## config.mk

```make
export PLATFORM = sky130hd
export DESIGN_NAME = inst_prefetch
export DESIGN_NICKNAME = d
export VERILOG_FILES = /design/src/rtl/inst_prefetch_pkg.sv /design/src/rtl/inst_fifo.sv /design/src/rtl/inst_prefetch.sv
export SDC_FILE = /design/constraint.sdc
export NUM_CORES = 1
export LEC_CHECK = 0
export BUFFER_PORTS_ARGS = -buffer_cell sky130_fd_sc_hd__buf_2
export CORE_UTILIZATION = 23
export CTS_BUF_LIST = sky130_fd_sc_hd__clkbuf_4
export DETAILED_ROUTE_END_ITERATION = 10
export PLACE_DENSITY = 0.37
export REMOVE_ABC_BUFFERS = 1
export SYNTH_ARGS = -nofsm -noshare
export SYNTH_HDL_FRONTEND = slang
export SYNTH_SLANG_ARGS = --single-unit
```

## constraint.sdc

```tcl
create_clock -name clk -period 4.3 [get_ports clk]
set_input_delay 0.645 -clock clk [delete_from_list [all_inputs] [get_ports clk]]
set_output_delay 0.645 -clock clk [all_outputs]
set_load 0.02 [all_outputs]
```

## src/rtl/inst_prefetch_pkg.sv

```systemverilog
// ============================================================================
// Module      : inst_prefetch_pkg
// Description : Shared types and constants for the instruction prefetcher:
//               fetch FSM state encoding, NOP encoding, instruction/address
//               types and the queue entry layout.
// Revision    : 1.0 - initial release
// ============================================================================
`timescale 1ns/1ps
`default_nettype none

package inst_prefetch_pkg;

    typedef logic [15:0] instr_t;
    typedef logic [15:0] addr_t;

    // IDLE: nothing outstanding, WAIT: live request outstanding,
    // DISCARD: request outstanding whose data must be dropped.
    typedef enum logic [1:0] {
        IDLE    = 2'd0,
        WAIT    = 2'd1,
        DISCARD = 2'd2
    } fetch_state_t;

    localparam instr_t NOP_INSTR = 16'h1000;

    typedef struct packed {
        addr_t  pc;
        instr_t instr;
    } fetch_entry_t;

endpackage

`default_nettype wire

```

## src/rtl/inst_fifo.sv

```systemverilog
// ============================================================================
// Module      : inst_fifo
// Description : Instruction queue of {pc, instr} entries. Push and pop may
//               happen in the same cycle even when full; flush empties the
//               queue and overrides any same-cycle push or pop.
// Revision    : 1.0 - initial release
// ============================================================================
`timescale 1ns/1ps
`default_nettype none

module inst_fifo
    import inst_prefetch_pkg::*;
#(
    parameter int DEPTH = 4
) (
    input  logic                     clk,
    input  logic                     rst,
    input  logic                     push,
    input  fetch_entry_t             push_entry,
    input  logic                     pop,
    input  logic                     flush,
    output logic                     full,
    output logic                     empty,
    output logic [$clog2(DEPTH):0]   count,
    output fetch_entry_t             head_entry
);

    localparam int PTR_W = $clog2(DEPTH);
    localparam int CNT_W = PTR_W + 1;
    localparam logic [CNT_W-1:0] DEPTH_W = DEPTH[CNT_W-1:0];

    fetch_entry_t       mem_q [DEPTH];
    logic [PTR_W-1:0]   wr_ptr_q, wr_ptr_d;
    logic [PTR_W-1:0]   rd_ptr_q, rd_ptr_d;
    logic [CNT_W-1:0]   count_q,  count_d;
    logic               w_full, w_empty, w_do_push, w_do_pop, w_wr_en;

    // Pointer and occupancy update; flush has priority over push and pop.
    always_comb begin
        w_empty   = (count_q == '0);
        w_full    = (count_q == DEPTH_W);
        w_do_pop  = pop && !w_empty;
        w_do_push = push && (!w_full || w_do_pop);
        w_wr_en   = w_do_push && !flush;
        wr_ptr_d  = wr_ptr_q;
        rd_ptr_d  = rd_ptr_q;
        count_d   = count_q;
        if (flush) begin
            wr_ptr_d = '0;
            rd_ptr_d = '0;
            count_d  = '0;
        end else begin
            if (w_do_push) begin
                wr_ptr_d = wr_ptr_q + PTR_W'(1);
            end
            if (w_do_pop) begin
                rd_ptr_d = rd_ptr_q + PTR_W'(1);
            end
            case ({w_do_push, w_do_pop})
                2'b10:   count_d = count_q + CNT_W'(1);
                2'b01:   count_d = count_q - CNT_W'(1);
                default: count_d = count_q;
            endcase
        end
    end

    // Pointer and count registers.
    always_ff @(posedge clk or negedge rst) begin
        if (!rst) begin
            wr_ptr_q <= '0;
            rd_ptr_q <= '0;
            count_q  <= '0;
        end else begin
            wr_ptr_q <= wr_ptr_d;
            rd_ptr_q <= rd_ptr_d;
            count_q  <= count_d;
        end
    end

    // Entry storage; contents are only meaningful below the count, so no reset.
    always_ff @(posedge clk) begin
        if (w_wr_en) begin
            mem_q[wr_ptr_q] <= push_entry;
        end
    end

    assign full       = w_full;
    assign empty      = w_empty;
    assign count      = count_q;
    assign head_entry = mem_q[rd_ptr_q];

endmodule

`default_nettype wire

```

## src/rtl/inst_prefetch.sv

```systemverilog
// ============================================================================
// Module      : inst_prefetch
// Description : Instruction prefetcher. Issues word-addressed fetches with at
//               most one outstanding request, queues returned instructions
//               with their PC and presents them to decode. Redirects flush
//               the queue and retarget the fetch PC; in-flight data is dropped.
//               Optional macro INST_PREFETCH_BYPASS_EN forwards ack data
//               straight to the outputs when the queue is empty and decode is
//               ready.
// Revision    : 1.0 - initial release
// ============================================================================
`timescale 1ns/1ps
`default_nettype none

module inst_prefetch
    import inst_prefetch_pkg::*;
#(
    parameter int          DEPTH    = 4,
    parameter logic [15:0] RESET_PC = 16'h0000
) (
    input  logic        clk,
    input  logic        rst,
    input  logic        redirect,
    input  logic [15:0] redirect_pc,
    input  logic        halt,
    output logic        mem_req,
    output logic [15:0] mem_addr,
    input  logic        mem_ack,
    input  logic [15:0] mem_rdata,
    output logic        out_valid,
    output logic [15:0] out_instr,
    output logic [15:0] out_pc,
    input  logic        out_ready
);

    localparam int CNT_W = $clog2(DEPTH) + 1;
    localparam logic [CNT_W:0] DEPTH_W = DEPTH[CNT_W:0];

    fetch_state_t       state_q, state_d;
    addr_t              pc_q,    pc_d;
    addr_t              addr_q,  addr_d;

    logic [CNT_W-1:0]   w_fifo_count;
    logic               w_fifo_full;
    logic               w_fifo_empty;
    fetch_entry_t       w_fifo_head;
    fetch_entry_t       w_fetched;
    logic [CNT_W:0]     w_occupancy;
    logic               w_credit_ok;
    logic               w_issue;
    logic               w_push;
    logic               w_pop;
    logic               w_bypass;

    assign w_fetched = '{pc: addr_q, instr: mem_rdata};

    // Next-state logic: request issue, ack handling and redirect retargeting.
    always_comb begin
        state_d     = state_q;
        pc_d        = pc_q;
        addr_d      = addr_q;
        w_issue     = 1'b0;
        w_push      = 1'b0;
        w_bypass    = 1'b0;
        // A live outstanding request already owns one queue slot.
        w_occupancy = {1'b0, w_fifo_count} + {{CNT_W{1'b0}}, (state_q == WAIT)};
        w_credit_ok = (w_occupancy < DEPTH_W);
        case (state_q)
            IDLE: begin
                if (redirect) begin
                    pc_d = redirect_pc;
                end else if (!halt && w_credit_ok) begin
                    w_issue = 1'b1;
                end
            end
            WAIT: begin
                if (redirect) begin
                    pc_d    = redirect_pc;
                    state_d = mem_ack ? IDLE : DISCARD;
                end else if (mem_ack) begin
`ifdef INST_PREFETCH_BYPASS_EN
                    w_bypass = w_fifo_empty && out_ready;
`endif
                    w_push  = !w_bypass;
                    state_d = IDLE;
                    if (!halt && w_credit_ok) begin
                        w_issue = 1'b1;
                    end
                end
            end
            DISCARD: begin
                if (redirect) begin
                    pc_d = redirect_pc;
                end
                if (mem_ack) begin
                    state_d = IDLE;
                end
            end
            default: state_d = IDLE;
        endcase
        if (w_issue) begin
            state_d = WAIT;
            addr_d  = pc_q;
            pc_d    = pc_q + 16'd1;
        end
    end

    // FSM, fetch PC and request address registers.
    always_ff @(posedge clk or negedge rst) begin
        if (!rst) begin
            state_q <= IDLE;
            pc_q    <= RESET_PC;
            addr_q  <= RESET_PC;
        end else begin
            state_q <= state_d;
            pc_q    <= pc_d;
            addr_q  <= addr_d;
        end
    end

    // Decode-side outputs: queue head, NOP when empty, or forwarded ack data.
    always_comb begin
        out_valid = !w_fifo_empty;
        out_instr = w_fifo_empty ? NOP_INSTR : w_fifo_head.instr;
        out_pc    = w_fifo_empty ? 16'h0000  : w_fifo_head.pc;
        if (w_bypass) begin
            out_valid = 1'b1;
            out_instr = mem_rdata;
            out_pc    = addr_q;
        end
        w_pop = !w_fifo_empty && out_ready;
    end

    assign mem_req  = (state_q != IDLE);
    assign mem_addr = addr_q;

    inst_fifo #(
        .DEPTH      (DEPTH)
    ) u_fifo (
        .clk        (clk),
        .rst        (rst),
        .push       (w_push),
        .push_entry (w_fetched),
        .pop        (w_pop),
        .flush      (redirect),
        .full       (w_fifo_full),
        .empty      (w_fifo_empty),
        .count      (w_fifo_count),
        .head_entry (w_fifo_head)
    );

    // Full is implied by the credit check; kept visible for debug.
    logic w_unused;
    assign w_unused = w_fifo_full;

endmodule

`default_nettype wire
```

* Word-level counts from Yosys, hierarchy flattened
Memory sizes are Yosys's and may differ from the RTL's. Index checks and enable logic that the tools add are counted.
Operators by class: add/subtract/negate cells 6, $mul 0, divide/modulo/power cells 0, order comparisons 1, equality and inequality tests 6, shift operators 0, mux-type cells 26, bitwise logic cells 0, reduce and logical (&&, ||, !) cells 20
Operators by type and width (count):
- 2-to-1 mux 16 bit | 5
- adder 16 x 1 -> 16 bit, second input constant | 1
- 2-to-1 mux 2 bit | 8
- nonzero test 2 bit | 5
- 2-to-1 mux 1 bit | 9
- case mux 2 bit (3 select lines) | 1
- case mux 3 bit (2 select lines) | 1
- logical AND 1 bit | 5
- adder 2 x 1 -> 2 bit, second input constant | 2
- adder 3 x 1 -> 4 bit | 1
- == test 2 x 1 -> 1 bit, second input constant | 2
- == test 2 bit, second input constant | 2
- zero test 1 bit | 4
- less-than comparator 4 x 3 -> 1 bit, second input constant | 1
- adder 3 x 1 -> 3 bit, second input constant | 1
- == test 3 bit, second input constant | 1
- zero test 3 bit | 1
- 2-to-1 mux 3 bit | 1
- nonzero test 3 bit | 1
- OR reduction 3 bit | 1
- subtractor 3 x 1 -> 3 bit, second input constant | 1
- zero test 2 bit | 1
- inequality test 2 bit, second input constant | 1
- case mux 1 bit (2 select lines) | 1
- other kinds (2) | 2
Storage, ports and cells: register bits 41, bits in latches 0, memory bits (writable) 128, bits in read-only memories 0, input port bits 38, output and inout port bits 50, word-level logic and storage cells 66, memories kept 1
Memories:
- u_fifo.mem_q | depth 4, width 32, read ports 1, clocked after memory_dff 0, wr ports 1, RTL line inst_fifo.sv:32 | fetch_entry_t mem_q [DEPTH];

* Depth between registers and ports, before layout
Gate-level depths: netlist of run 1.
depth after elaboration 10, depth in mapped cells 9, depth with buffers taken out 8

* By module
Synthesis of run 1 repeated with hierarchy kept, for this count alone.
Second synthesis, totals: cells, all modules 488, area, all modules 7275.7 um^2
Modules (own cells, without submodules):
- inst_fifo | instances 1, cells each 235, area each 5211.2 um^2, seq. area each 4018.9 um^2
- inst_prefetch | instances 1, cells each 253, area each 2064.5 um^2, seq. area each 850.8 um^2

* Worst setup path before layout of run 1
Ideal clock, no wire load.
path type register -> output, start point reg u_fifo.rd_ptr_q[0], end point out out_instr[10], arrival time 1533 ps, required time 3655 ps, slack 2122 ps, cell stages (with the launch flop) 5, buffers on the path 2, cell sequence dfrtp_1 -> buf_2 -> buf_2 -> mux4_2 -> and2_1
On the way: longest elaborated chain between the ends 2
Ends and longest elaborated chain:
- start: declaration | RTL line inst_fifo.sv:34 | logic [PTR_W-1:0] rd_ptr_q, rd_ptr_d;
- start signal: assignment | RTL line inst_fifo.sv:75 | rd_ptr_q <= rd_ptr_d;
- memory read (4 x 32 bit)
- 2-to-1 mux 16 bit | RTL line inst_prefetch.sv:124 | out_instr = w_fifo_empty ? NOP_INSTR : w_fifo_head.instr;
- end: declaration | RTL line inst_prefetch.sv:31 | output logic [15:0] out_instr,
No other way between the ends.

* Worst setup path after layout of run 1
start point reg u_fifo.count_q[0], in the netlist u_fifo.count[0], end point out out_pc[12]
On the way: longest elaborated chain between the ends 2
Ends and longest elaborated chain:
- start: declaration | RTL line inst_fifo.sv:35 | logic [CNT_W-1:0] count_q, count_d;
- start signal: assignment | RTL line inst_fifo.sv:76 | count_q <= count_d;
- zero test 3 bit | RTL line inst_fifo.sv:40 | w_empty = (count_q == '0);
- 2-to-1 mux 16 bit | RTL line inst_prefetch.sv:125 | out_pc = w_fifo_empty ? 16'h0000 : w_fifo_head.pc;
- end: declaration | RTL line inst_prefetch.sv:32 | output logic [15:0] out_pc,
No other way between the ends.

==> results summary, run 1 <==
For this run, the leading register cell type out of synthesis is sky130_fd_sc_hd__edfxtp_1. The cell at the root of the clock tree is sky130_fd_sc_hd__clkbuf_4. For this run, the number of Yosys warnings is 0. Counting every instance in the synthesized netlist gives roughly 470. After synthesis the netlist holds a flip-flop and latch count of 169. The congestion estimate from routability-driven global placement came to 0.721. The power spent charging and discharging nets came out at 2.14 mW. For the worst setup path, the data required time is 3.65 ns.

Sequential cells account for 44.6% of the total power. The area growth from synthesis to layout is 15.5%. The highest clock rate is 309 MHz.

The number of CTS-inserted buffers is 17. The quantity of I/O buffers inserted on ports came out at 87. For the pin with the worst max-slew slack, the measured transition is 1.19 ns. The HPWL after detailed placement is 11.6 mm. The internal power of the cells totals 3.16 mW. The number of cells traversed by the worst register-to-register path is 6. The number of antenna violations at the first check in global routing is 1. The clock passes through at most 2 buffers.

The count of final setup violators is 0. Setup slack closes at 1.06 ns. The switching share of power came out at 40.3%.

The routed wire length per instance is 18.7 um. The initial core utilization is 23.4%. Yosys attributes the largest share of cell area to sky130_fd_sc_hd__edfxtp_1 52%, sky130_fd_sc_hd__dfrtp_1 14%, sky130_fd_sc_hd__mux4_2 9.7%, sky130_fd_sc_hd__and2_1 2.7%, sky130_fd_sc_hd__nand2_1 2.7%. Dividing the final minimum period by the clock period gives 75.3%. The clock network burns 19.5% of the power. The number of nets with antenna violations after routing is 0. The critical path is of the register to primary output type. The first global-routing pass estimated 27.8 mm of wire.

Along the worst path, the maximum fanout reaches 25. The critical path depth came out at 5. TritonCTS built the clock tree.

The end-of-flow core utilization came out at a little over a quarter. The mapped cell area came out at 7390 sq um. The most frequent cell after synthesis is sky130_fd_sc_hd__edfxtp_1.

The final setup TNS came out at 0 ns. The launch point of the worst path is u_fifo.count[0]$_DFFE_PN0P_. The die is 181 um wide.

The final count of hold timing violations came to 0. Summed over all cells, the static leakage comes to 3.06 nW. The startpoint identified for the worst register-to-register timing path is state_q[1]$_DFFE_PN0P_. Data arrives at the worst endpoint at 2.59 ns. The final route contains 4,268 vias. The clock transition time at the flip-flop clock pins of the worst setup and hold paths is 0.16 ns. On the final layout, the worst clock skew is 0.0245 ns. The worst setup slack before clock tree synthesis came out at around 1.5 ns. The count of max-cap constraint violations is 0.

The fraction of power consumed by combinational cells came out at between 30% and 40%. The worst register-to-register path has a setup slack of 1.60 ns. Each instance of the synthesized netlist takes up on average 15.6 sq um. After synthesis, the share of flip-flops with an asynchronous set or reset is 24.3%. The die covers about 33,000 sq um.

The sequential cell area fraction in the yosys report is 65.9%. The wire length after detailed routing came out at 18.1 mm. The initial detailed-routing violation count came out at 302. The count of buffering cells on the critical path with inverters included came out at 3. In this run the count of I/O pins placed on the die edge is 88. The worst slew margin relative to its limit is about a fifth. The ratio of routed vias to standard cells came out at 4.40. The number of nets in the final layout is 602. The residual overflow from global routing is 0. The biggest area contributor in the post-synthesis netlist is sky130_fd_sc_hd__edfxtp_1. The synthesized design contains 128 enable-type register cells. Entering global routing, the biggest net connects 42 pins.

The tightest hold path in the finished design has a slack of 0.133 ns. The cell row count is 65. The floorplan core area is 31,600 sq um. The pre-antenna-repair detailed-routing pass consisted of 4 iterations. The number of clock sinks is 169. The family with the most delay on the worst path is buffers and inverters. The delay of the slowest cell on the worst path is 0.63 ns. STA classifies the critical path endpoint as a primary output.

The final-report max-slew violation count was 0. The DRC violation count after routing is 0. Global routing used a little under an eighth of the available tracks across all layers. Sorting the synthesized cells by how often they occur yields 128 x sky130_fd_sc_hd__edfxtp_1, 53 x sky130_fd_sc_hd__nand2_1, 41 x sky130_fd_sc_hd__dfrtp_1. The share of post-route cells with drive strength above 1 is around a third. The flow ran to the end, and the final reports show no timing, DRC or antenna violations. Setup repair after global routing left no endpoint under its margin.

The final period demand of the worst path is 3.24 ns. The capture point of the worst reg-to-reg path is pc_q[6]$_DFFE_PN0P_. The worst hold path class is input port to async pin. VDD sags by at most between 0.0002 and 0.00025 V.

Following the worst setup path forward leads to its endpoint at out_pc[12]. The post-CTS setup buffer count is 0. The count of cell types in the netlist came out at 58. The number of global-route vias before repair is ~4,500. The clock network latency to the later pin of the worst-skew pair came out at 0.58 ns. The number of instances resized during post-cts repair is 0. The areal power density over the cells is around 620 nW/um^2. The number of hold buffers added after cts is 0. The top cell type by area accounts for about half of the synthesized area. Traced cell by cell, the critical path runs through nor3_1, inv_1, buf_4, and2_1, buf_2. The largest individual stage delay along the critical path comes from the cell sky130_fd_sc_hd__dfrtp_1. The sort of element at the start of the critical path is a register. The vertical die dimension came out at 181 um. The number of levels the H-tree was split into is 4.
==> routing by layer <==
layer  GRT usage, %  wire length, um  part of all wire (%)
met1           14.7             8390                    46
met2           19.4             9040                    50
met3           2.50              564                   3.1
met4           2.44              123                  0.68
met5              0                0                     0
==> logic make-up after synthesis <==
family,share of synthesized area (%)
AOI/OAI and AO/OA,7.21
xor gates and xnor gates,0.355
adders and majority gates,1.79
buffers and inverters,3.03
DFF,65.9
muxes,11.2
and+or+nand+nor,10.5
==> sequential cells by signal, indices dropped and copies added (netlist names) <==
signal,count
pc_q,16
u_fifo.count,3
mem_addr,16
u_fifo.wr_ptr_q,2
state_q,2
u_fifo.mem_q,128
u_fifo.rd_ptr_q,2
==> power groups by stage <==
stage                     clock [mW]  sequential (mW)  combinational (mW)
after floorplan                    0             2.42                1.16
after global placement             0             2.40                1.97
after detailed placement           0             2.41                1.97
after CTS                       1.08             2.37                1.98
after global routing            1.14             2.41                2.10
final                           1.03             2.36                1.91
==> through the flow <==
step                power [mW]  cells  cell area [sq um]
finish                    5.30    970               8540
global route              5.65    970               8540
CTS                       5.44    969               8540
detailed placement        4.38    937               8190
global placement          4.36    937               8190
floorplan                 3.59    442               7200
==> final cells by class <==
type | count | area [sq um]
multi-input combinational | 264 | 2300
inverter | 9 | 33.8
timing repair buffer | 93 | 480
antenna | 1 | 2.50
clock buffer | 17 | 128
tap | 402 | 503
fill | 3263 | 23000
sequential | 169 | 4870
clock inverter | 15 | 223
==> cell usage in the layout, fill, tap and decap left out, types with 2 or more instances in the layout <==
cell type,count
sky130_fd_sc_hd__and2_1,32
sky130_fd_sc_hd__a21oi_1,10
sky130_fd_sc_hd__mux2i_1,11
sky130_fd_sc_hd__ha_1,9
sky130_fd_sc_hd__edfxtp_1,128
sky130_fd_sc_hd__and3_1,4
sky130_fd_sc_hd__dfrtp_1,39
sky130_fd_sc_hd__nand3_1,15
sky130_fd_sc_hd__nand4_1,6
sky130_fd_sc_hd__dfrtp_2,2
sky130_fd_sc_hd__nor2_1,6
sky130_fd_sc_hd__nand2_1,53
sky130_fd_sc_hd__mux4_2,32
sky130_fd_sc_hd__o2bb2ai_1,2
sky130_fd_sc_hd__nor4_1,3
sky130_fd_sc_hd__clkbuf_4,17
sky130_fd_sc_hd__a2bb2oi_2,7
sky130_fd_sc_hd__buf_2,87
sky130_fd_sc_hd__a211oi_1,11
sky130_fd_sc_hd__and4_1,4
sky130_fd_sc_hd__o21ai_0,7
sky130_fd_sc_hd__clkinv_8,8
sky130_fd_sc_hd__a31oi_1,4
sky130_fd_sc_hd__inv_8,4
sky130_fd_sc_hd__nor3_1,4
sky130_fd_sc_hd__inv_6,2
sky130_fd_sc_hd__and2_2,4
sky130_fd_sc_hd__buf_4,6
sky130_fd_sc_hd__a31o_2,3
sky130_fd_sc_hd__a2bb2oi_1,4
sky130_fd_sc_hd__inv_1,9
sky130_fd_sc_hd__nor3b_1,2
sky130_fd_sc_hd__or3_1,2
sky130_fd_sc_hd__xor2_1,2
sky130_fd_sc_hd__o22a_1,2
==> worst min path at each step <==
stage | slack (ns) | cells past startpoint | end | start
2_1_floorplan | 0.35 | 0 | mem_addr[0]$_DFFE_PN0P_ | rst
3_3_place_gp | 0.51 | 2 | mem_addr[13]$_DFFE_PN0P_ | pc_q[13]$_DFFE_PN0P_
3_5_place_dp | 0.50 | 2 | mem_addr[13]$_DFFE_PN0P_ | pc_q[13]$_DFFE_PN0P_
4_1_cts | 0.11 | 2 | mem_addr[1]$_DFFE_PN0P_ | rst
5_1_grt | 0.12 | 2 | mem_addr[13]$_DFFE_PN0P_ | rst
6_report | 0.13 | 2 | mem_addr[13]$_DFFE_PN0P_ | rst
Note: power is estimated with default switching activity, not from simulation.
==> run 2: changes to the inputs <==
==> constraint.sdc (replaced) <==
create_clock -name clk -period 3 [get_ports clk]
set_input_delay 0.45 -clock clk [delete_from_list [all_inputs] [get_ports clk]]
set_output_delay 0.45 -clock clk [all_outputs]
set_load 0.02 [all_outputs]
==> results summary, run 2 (synthesized netlist as in run 1, its figures left out) <==
The slew at the pin closest to its max-slew limit is 1.19 ns (-0.00117 ns). The clock tree buffer depth came out at 2 (unchanged). The peak ir drop on the vdd network came to 0.000302 V (+48%). The number of nets in the final layout came out at 603 (+0.17%). The areal power density over the cells is 882 nW/um^2 (+42%). The estimated wirelength of the detail-placed design came out at 11.3 mm (-3.2%). The floorplan core area came out at 31,600 sq um (unchanged). The library cells used most frequently in the layout, excluding fill and tap cells, are 128 x sky130_fd_sc_hd__edfxtp_1, 87 x sky130_fd_sc_hd__buf_2, 53 x sky130_fd_sc_hd__nand2_1, 39 x sky130_fd_sc_hd__dfrtp_1.

The cell at the root of the clock tree is sky130_fd_sc_hd__clkbuf_4. The number of CTS-inserted buffers is 17 (unchanged). The number of instances resized during post-cts repair is 0 (unchanged).

The reported leakage power came out at 3.05 nW (-0.40%). The clock network latency to the later pin of the worst-skew pair is 0.54 ns (-0.04 ns). The number of global-route vias before repair is 4,556 (+1.8%). The type of the setup path with the least slack is register to primary output.

The critical path starts at u_fifo.rd_ptr_q[0]$_DFFE_PN0P_. The number of cells traversed by the worst register-to-register path was 6 (unchanged). The clock transition time at the flip-flop clock pins of the worst setup and hold paths is 0.15 ns (about the same). The share of post-route cells with drive strength above 1 is 32.1% (-0.18 points). The power spent charging and discharging nets came to 2.93 mW (+37%). Dividing the final minimum period by the clock period gives 90.3%. The quantity of I/O buffers inserted on ports came to 87 (unchanged).

The data required time of the worst path was 2.55 ns (-1.10 ns). Leaving out fill and tap cells, the most frequent cell in the layout is sky130_fd_sc_hd__edfxtp_1. In this run the worst hold path is classified as input port to async pin. The post-CTS setup buffer count came to 0 (unchanged). STA classifies the critical path endpoint as a primary output.

The internal power is 4.57 mW (+44%). The final setup TNS came out at 0 ns (unchanged). The number of hold buffers added after cts is 0 (unchanged). The final count of hold timing violations came out at 0 (unchanged). The routed wire length per instance came out at 18.2 um (-2.4%). The part of the power in registers is 44.8% (+0.2 points). The run finished with clean final reports. TritonCTS built the clock tree. The instance count after placement with tap cells included came out at 938 (+0.11%). The end-of-flow core utilization came out at 26.9% (-0.13 points). In this run the critical register-to-register path is launched from state_q[1]$_DFFE_PN0P_.

The count of non-filler cells in the finished layout came out at 970 (unchanged). The pin count of the biggest net entering global routing came out at 42 (unchanged). The highest clock rate came out at 369 MHz. The post-detailed-placement cell area is 8210 sq um (+0.24%). The area of the die came to 32,900 sq um (unchanged).

The worst clock skew on the final layout is 0.0164 ns (-0.00805 ns). The biggest fanout along the worst timing path came out at 32 (+28%). The number of clock sinks is 169 (unchanged).

The post-route cell area came out at 8500 sq um (-0.47%). The number of antenna violations at the first check in global routing was 1 (unchanged). The count of max-cap constraint violations came out at 0 (unchanged). The worst slew margin relative to its limit came out at 20.3% (+0.078 points).

The number of levels the H-tree was split into is 4 (unchanged). The clock network fraction of design power is 18.3% (-1.2 points). The number of flip-flops in the largest register came out at 128 (unchanged). The vertical die dimension is 181 um (unchanged). The initial core utilization is 23.4% (unchanged). The number of search-and-repair iterations in the first detailed-routing pass is 5 (+1).

The final-report max-slew violation count came out at 0 (unchanged). The horizontal die dimension came out at 181 um (unchanged). The ratio of routed vias to standard cells is 4.39 (-0.26%).

Ranked by flip-flop count, first place goes to u_fifo.mem_q. The residual overflow from global routing is 0 (unchanged). The number of nets with antenna violations after routing was 0 (unchanged). The wire length after detailed routing was 17.7 mm (-2.4%). The I/O pin count came out at 88 (unchanged). The initial detailed-routing violation count came out at 239 (-21%). The final period demand of the worst path is 2.71 ns.

The sort of element at the start of the critical path is a register. Setup repair after global routing left no endpoint under its margin. The global-route wire length before repair is 27.4 mm (-1.1%). The area added between synthesis and finish is 15.0%. The cell row count is 65 (unchanged). The via count came to 4,257 (-0.26%). The DRC violation count after routing came out at 0 (unchanged). The routability-driven placement congestion ratio came to 0.729 (+1.1%). The overall fraction of global-route tracks in use is 11.1% (-0.27 points). The switching share of power was 39.1% (-1.2 points). The fraction of power consumed by combinational cells came out at 36.9% (+0.9 points). The critical path data arrival time came out at 2.26 ns (-0.33 ns). The count of final setup violators is 0 (unchanged).
==> run 2: final cells by class <==
class	count	area, sq um
Multi-Input combinational cell	264	2300
Sequential cell	169	4870
Inverter	9	33.8
Tap cell	402	503
Timing Repair Buffer	94	500
Clock buffer	17	128
Antenna cell	1	2.50
Clock inverter	14	163
Fill cell	3245	23100
==> run 2: final timing paths <==
check	end	slack (ns)
worst min-delay path	pc_q[12]$_DFFE_PN0P_	0.06
worst min register to register	mem_addr[13]$_DFFE_PN0P_	0.55
max in group asynchronous	u_fifo.rd_ptr_q[0]$_DFFE_PN0P_	2.24
min in group clk	u_fifo.mem_q[0][10]$_DFFE_PP_	0.11
worst max-delay path	out_instr[12]	0.29
worst max register to register	pc_q[13]$_DFFE_PN0P_	0.35
==> run 2: power groups by stage <==
stage	logic (mW)	registers, mW	clock network, mW
2_1_floorplan	1.67	3.47	0
3_3_place_gp	2.83	3.40	0
3_5_place_dp	2.85	3.42	0
5_1_grt	3.05	3.43	1.52
4_1_cts	2.86	3.37	1.44
6_report	2.77	3.36	1.38
==> run 2: worst max-delay path: stages, from the launching register on <==
cell,delay [ns]
sky130_fd_sc_hd__dfrtp_2,0.43
sky130_fd_sc_hd__buf_12,0.28
sky130_fd_sc_hd__mux4_2,0.55
sky130_fd_sc_hd__or2_2,0.29
sky130_fd_sc_hd__buf_2,0.16
==> run 2: metrics by stage <==
stage	setup slack [ns]	total power [mW]	hold WS, ns
global route	0.0930	7.99	0.0455
global placement	0.426	6.23	0.519
detailed placement	0.400	6.27	0.524
floorplan	0.161	5.14	0.154
CTS	0.175	7.67	0.0545
finish	0.291	7.50	0.0550
==> run 2: metal layers <==
metal	wire (um)	track usage, %	vias to the layer above	part of all wire, %
li1	-	-	1983	-
met1	8440	14.8	2170	48
met2	8450	18.3	93	48
met3	569	2.60	11	3.2
met4	213	2.54	0	1.2
met5	0	0	-	0
==> run 3: changes to the inputs <==
--- a/config.mk
+++ b/config.mk
@@ -5,12 +5,13 @@
 export SDC_FILE = /design/constraint.sdc
 export NUM_CORES = 1
 export LEC_CHECK = 0
+export ABC_AREA = 1
 export BUFFER_PORTS_ARGS = -buffer_cell sky130_fd_sc_hd__buf_2
 export CORE_UTILIZATION = 23
 export CTS_BUF_LIST = sky130_fd_sc_hd__clkbuf_4
 export DETAILED_ROUTE_END_ITERATION = 10
+export GPL_TIMING_DRIVEN = 0
 export PLACE_DENSITY = 0.37
-export REMOVE_ABC_BUFFERS = 1
 export SYNTH_ARGS = -nofsm -noshare
 export SYNTH_HDL_FRONTEND = slang
 export SYNTH_SLANG_ARGS = --single-unit
==> results summary, run 3 <==
The count of final setup violators came out at 0 (unchanged). The capturing element type of the critical path is a primary output. The via count came to 5,214 (+22%). The switching share of power came out at 42.6% (+3.5 points). The most common cell in the synthesized netlist is sky130_fd_sc_hd__nor2_1. The critical path is of the register to primary output type. The leading register cell type out of synthesis is sky130_fd_sc_hd__edfxtp_1.

Sorting the synthesized cells by how often they occur yields 172 x sky130_fd_sc_hd__nor2_1, 128 x sky130_fd_sc_hd__edfxtp_1, 124 x sky130_fd_sc_hd__nand2_1. The run finished with clean final reports. The number of nets with antenna violations after routing was 0 (unchanged).

The register with the most flip-flops in the final layout is u_fifo.mem_q. The worst setup path is launched from a register. The number of warnings printed during yosys synthesis is 0 (unchanged). The initial detailed-routing violation count came to 376 (+57%). The internal power is 4.16 mW (-9.0%).

By area the synthesized netlist is led by sky130_fd_sc_hd__edfxtp_1 52%, sky130_fd_sc_hd__dfrtp_1 14%, sky130_fd_sc_hd__nor2_1 8.8%, sky130_fd_sc_hd__nand2_1 6.3%, sky130_fd_sc_hd__o21ai_0 5.9%. The mapped cell area came to 7330 sq um (-0.81%). The proportion of synthesized flip-flops having asynchronous set or reset is 24.3% (unchanged). The initial core utilization was 23.3% (-0.13 points). The I/O pin count is 88 (unchanged). The end-of-flow core utilization came to 27.9% (+0.97 points). The register bit total from synthesis came out at 169 (unchanged). The slew at the pin closest to its max-slew limit was 1.07 ns (-0.123 ns). The vertical die dimension is 181 um (-0.40%).

The top-area cell type share of the netlist area is 52.4% (+0.43 points). The peak ir drop on the vdd network came to 0.000249 V (-17%). The critical path goes through clkinv_2, clkbuf_1, nor2_1, o21ai_0, a21oi_1, buf_2. The routability-driven placement congestion ratio is 0.776 (+6.5%). The post-CTS setup buffer count is 0 (unchanged). The routed wire length per instance came out at 16.2 um (-11%). The worst hold path class is input port to async pin. The area of the die came out at 32,600 sq um (-0.80%). The power spent charging and discharging nets came out at 3.09 mW (+5.5%). The floorplan core area is 31,500 sq um (-0.26%). The number of global-route vias before repair came out at 5,240 (+15%). The overall fraction of global-route tracks in use is 13.0% (+1.9 points). The biggest fanout along the worst timing path is 10 (-69%).

The global-route wire length before repair is 31.6 mm (+15%). The count of non-filler cells in the finished layout is 1,242 (+28%). The instance count after placement with tap cells included is 1,206 (+29%).

The horizontal die dimension came out at 181 um (-0.40%). The count of max-cap constraint violations is 0 (unchanged). The estimated wirelength of the detail-placed design came out at 13.8 mm (+23%). The sequential cell area fraction in the yosys report is 66.4% (+0.54 points). Leaving out fill and tap cells, the most frequent cell in the layout is sky130_fd_sc_hd__nor2_1.

The top cell types in the final layout, fill and taps aside, are 168 x sky130_fd_sc_hd__nor2_1, 128 x sky130_fd_sc_hd__edfxtp_1, 124 x sky130_fd_sc_hd__nand2_1, 93 x sky130_fd_sc_hd__buf_2, 86 x sky130_fd_sc_hd__o21ai_0. The areal power density over the cells is 825 nW/um^2 (-6.4%). The final setup TNS is 0 ns (unchanged). The cell row count came out at 65 (unchanged).

The ratio of routed vias to standard cells is 4.20 (-4.3%). The fraction of power consumed by combinational cells came out at 34.9% (-2.0 points). The number of antenna violations at the first check in global routing is 3 (+2). The number of search-and-repair iterations in the first detailed-routing pass came to 4 (-1).

The biggest area contributor in the post-synthesis netlist is sky130_fd_sc_hd__edfxtp_1. The clock transition time at the flip-flop clock pins of the worst setup and hold paths came out at 0.16 ns (about the same). The launch point of the worst path is u_fifo.rd_ptr_q[1]$_DFFE_PN0P_. The clock network fraction of design power came to 19.8% (+1.5 points). The post-route cell area came out at 8790 sq um (+3.3%). The met2 layer usage reported by global route is 21.7% (+3.5 points). The number of clock sinks came to 169 (unchanged).

The final period utilization was 91.6% (+1.3 points). The share of post-route cells with drive strength above 1 is 19.7% (-12 points). The worst clock skew on the final layout came out at 0.0221 ns (+0.00572 ns). The number of CTS-inserted buffers is 17 (unchanged).

The met1 layer usage reported by global route is 17.1% (+2.2 points). The DRC violation count after routing was 0 (unchanged). The number of filler instances in the final layout is 3,346 (+3.1%). The number of synthesized flops with an enable pin is 128 (unchanged).

The quantity of I/O buffers inserted on ports is 87 (unchanged). The reported leakage power came out at 3.49 nW (+14%). The met3 usage in global routing came to 2.93% (+0.33 points).

The number of levels the H-tree was split into is 4 (unchanged). The number of cells traversed by the worst register-to-register path is 7 (+1). The cell with the largest stage delay on the worst path is sky130_fd_sc_hd__dfrtp_2.

The count of cell types in the netlist is 31 (-47%). The residual overflow from global routing is 0 (unchanged). The number of nets in the final layout came to 874 (+45%). The cell count after synthesis came out at 713 (+51%). Clock tree synthesis selected as its root buffer the cell sky130_fd_sc_hd__clkbuf_4. The count of buffering cells on the critical path with inverters included came out at 3 (+1). The number of flip-flops in the largest register came out at 128 (unchanged). From synthesis to final layout, the design area changed by 19.8%. TritonCTS built the clock tree. The worst slew margin relative to its limit came out at 28.9% (+8.5 points). The worst slack on hold paths is 0.0232 ns (-0.0318 ns).

The delay of the slowest cell on the worst path came out at 0.53 ns (-0.02 ns). Setup repair after global routing could not meet its margin everywhere. The pin count of the biggest net entering global routing is 42 (unchanged).

The part of the power in registers came out at 45.3% (+0.5 points). The final-report max-slew violation count is 0 (unchanged). The highest clock rate came out at 364 MHz (-1.4%).

The critical path depth came out at 6 (+2). The final count of hold timing violations is 0 (unchanged). The critical path data arrival time was 2.30 ns (+0.04 ns). The startpoint identified for the worst register-to-register timing path is state_q[1]$_DFFE_PN0P_.

The clock network latency to the later pin of the worst-skew pair came out at 0.60 ns (+0.06 ns). The post-detailed-placement cell area is 8400 sq um (+2.3%). The data required time of the worst path is 2.55 ns (about the same). The post-synthesis area per instance was 10.3 sq um (-34%). The clock tree buffer depth is 2 (unchanged). The final period demand of the worst path came out at 2.75 ns (+0.0380 ns). The wire length after detailed routing is 20.1 mm (+14%).

met2 is the most crowded layer. The number of nets handed over by synthesis was between 700 and 800. The family with the most delay on the worst path is buffers and inverters.
## run 3: cell types whose count changed in the layout (fill, tap and decap cells not counted), moves of 6 or more
| cell | delta |
|---|---|
| sky130_fd_sc_hd__a211oi_1 | -10 |
| sky130_fd_sc_hd__nor2_1 | +162 |
| sky130_fd_sc_hd__and2_1 | -32 |
| sky130_fd_sc_hd__mux2i_1 | -11 |
| sky130_fd_sc_hd__o21ai_0 | +79 |
| sky130_fd_sc_hd__buf_2 | +6 |
| sky130_fd_sc_hd__nand2_1 | +71 |
| sky130_fd_sc_hd__a21oi_1 | +23 |
| sky130_fd_sc_hd__mux4_2 | -32 |
| sky130_fd_sc_hd__a2bb2oi_2 | -7 |
| sky130_fd_sc_hd__inv_1 | +25 |
| sky130_fd_sc_hd__clkbuf_2 | +10 |
## run 3: power groups by stage
stage	Sequential [mW]	Clock (mW)	Combinational, mW
after floorplan	3.29	0	1.53
after global placement	3.35	0	2.55
after detailed placement	3.34	0	2.58
after CTS	3.30	1.50	2.59
after global routing	3.35	1.59	2.87
final	3.29	1.43	2.53
## run 3: what timing repair did
action,in CTS,in global routing
endpoints found under the setup margin,31,4
endpoints found under the hold margin,0,18
gates resized for setup,13,11
hold buffers,0,5
## run 3: cells by family (layout without fill, tap and decap cells)
family,after synthesis,after routing,synth area share (%)
other cells,0,1,0
buf+inv,70,196,4.23
compound gates,129,129,9.06
flops,169,169,66.4
xor+xnor,7,7,0.836
fa+ha+maj,10,10,1.81
simple gates,328,328,17.7
## run 3: metal layers
layer  part of all wire, %  vias to the layer above
met5                  0.10                        -
met4                  0.75                        4
met3                   3.1                       15
met2                    48                       98
met1                    48                     2464
li1                      -                     2633
## run 3: cell type report
class | count | area (sq um) | area share [%]
flip-flops and latches | 169 | 4870 | 55.4
multi-input cells | 474 | 2190 | 24.9
repair buffers | 96 | 581 | 6.61
well taps | 402 | 503 | 5.72
plain buffers | 31 | 185 | 2.11
clock inverters | 15 | 180 | 2.05
inverters | 37 | 145 | 1.65
clock buffers | 17 | 128 | 1.45
diodes | 1 | 2.50 | 0.0285
## run 3: stage by stage
stage	setup slack, ns	power [mW]
after floorplan	0.263	4.82
after global placement	-1.17	5.90
after detailed placement	0.175	5.92
after CTS	0.000419	7.38
after global routing	0.00391	7.81
final	0.253	7.25
## run 3: final timing paths
path | end | slack (ns)
max in group asynchronous | u_fifo.rd_ptr_q[1]$_DFFE_PN0P_ | 2.24
setup reg to reg | u_fifo.mem_q[0][9]$_DFFE_PP_ | 0.76
hold reg to reg | u_fifo.count[2]$_DFFE_PN0P_ | 0.55
hold / removal | pc_q[2]$_DFFE_PN0P_ | 0.02
min in group clk | u_fifo.mem_q[2][10]$_DFFE_PP_ | 0.07
setup / recovery | out_instr[10] | 0.25
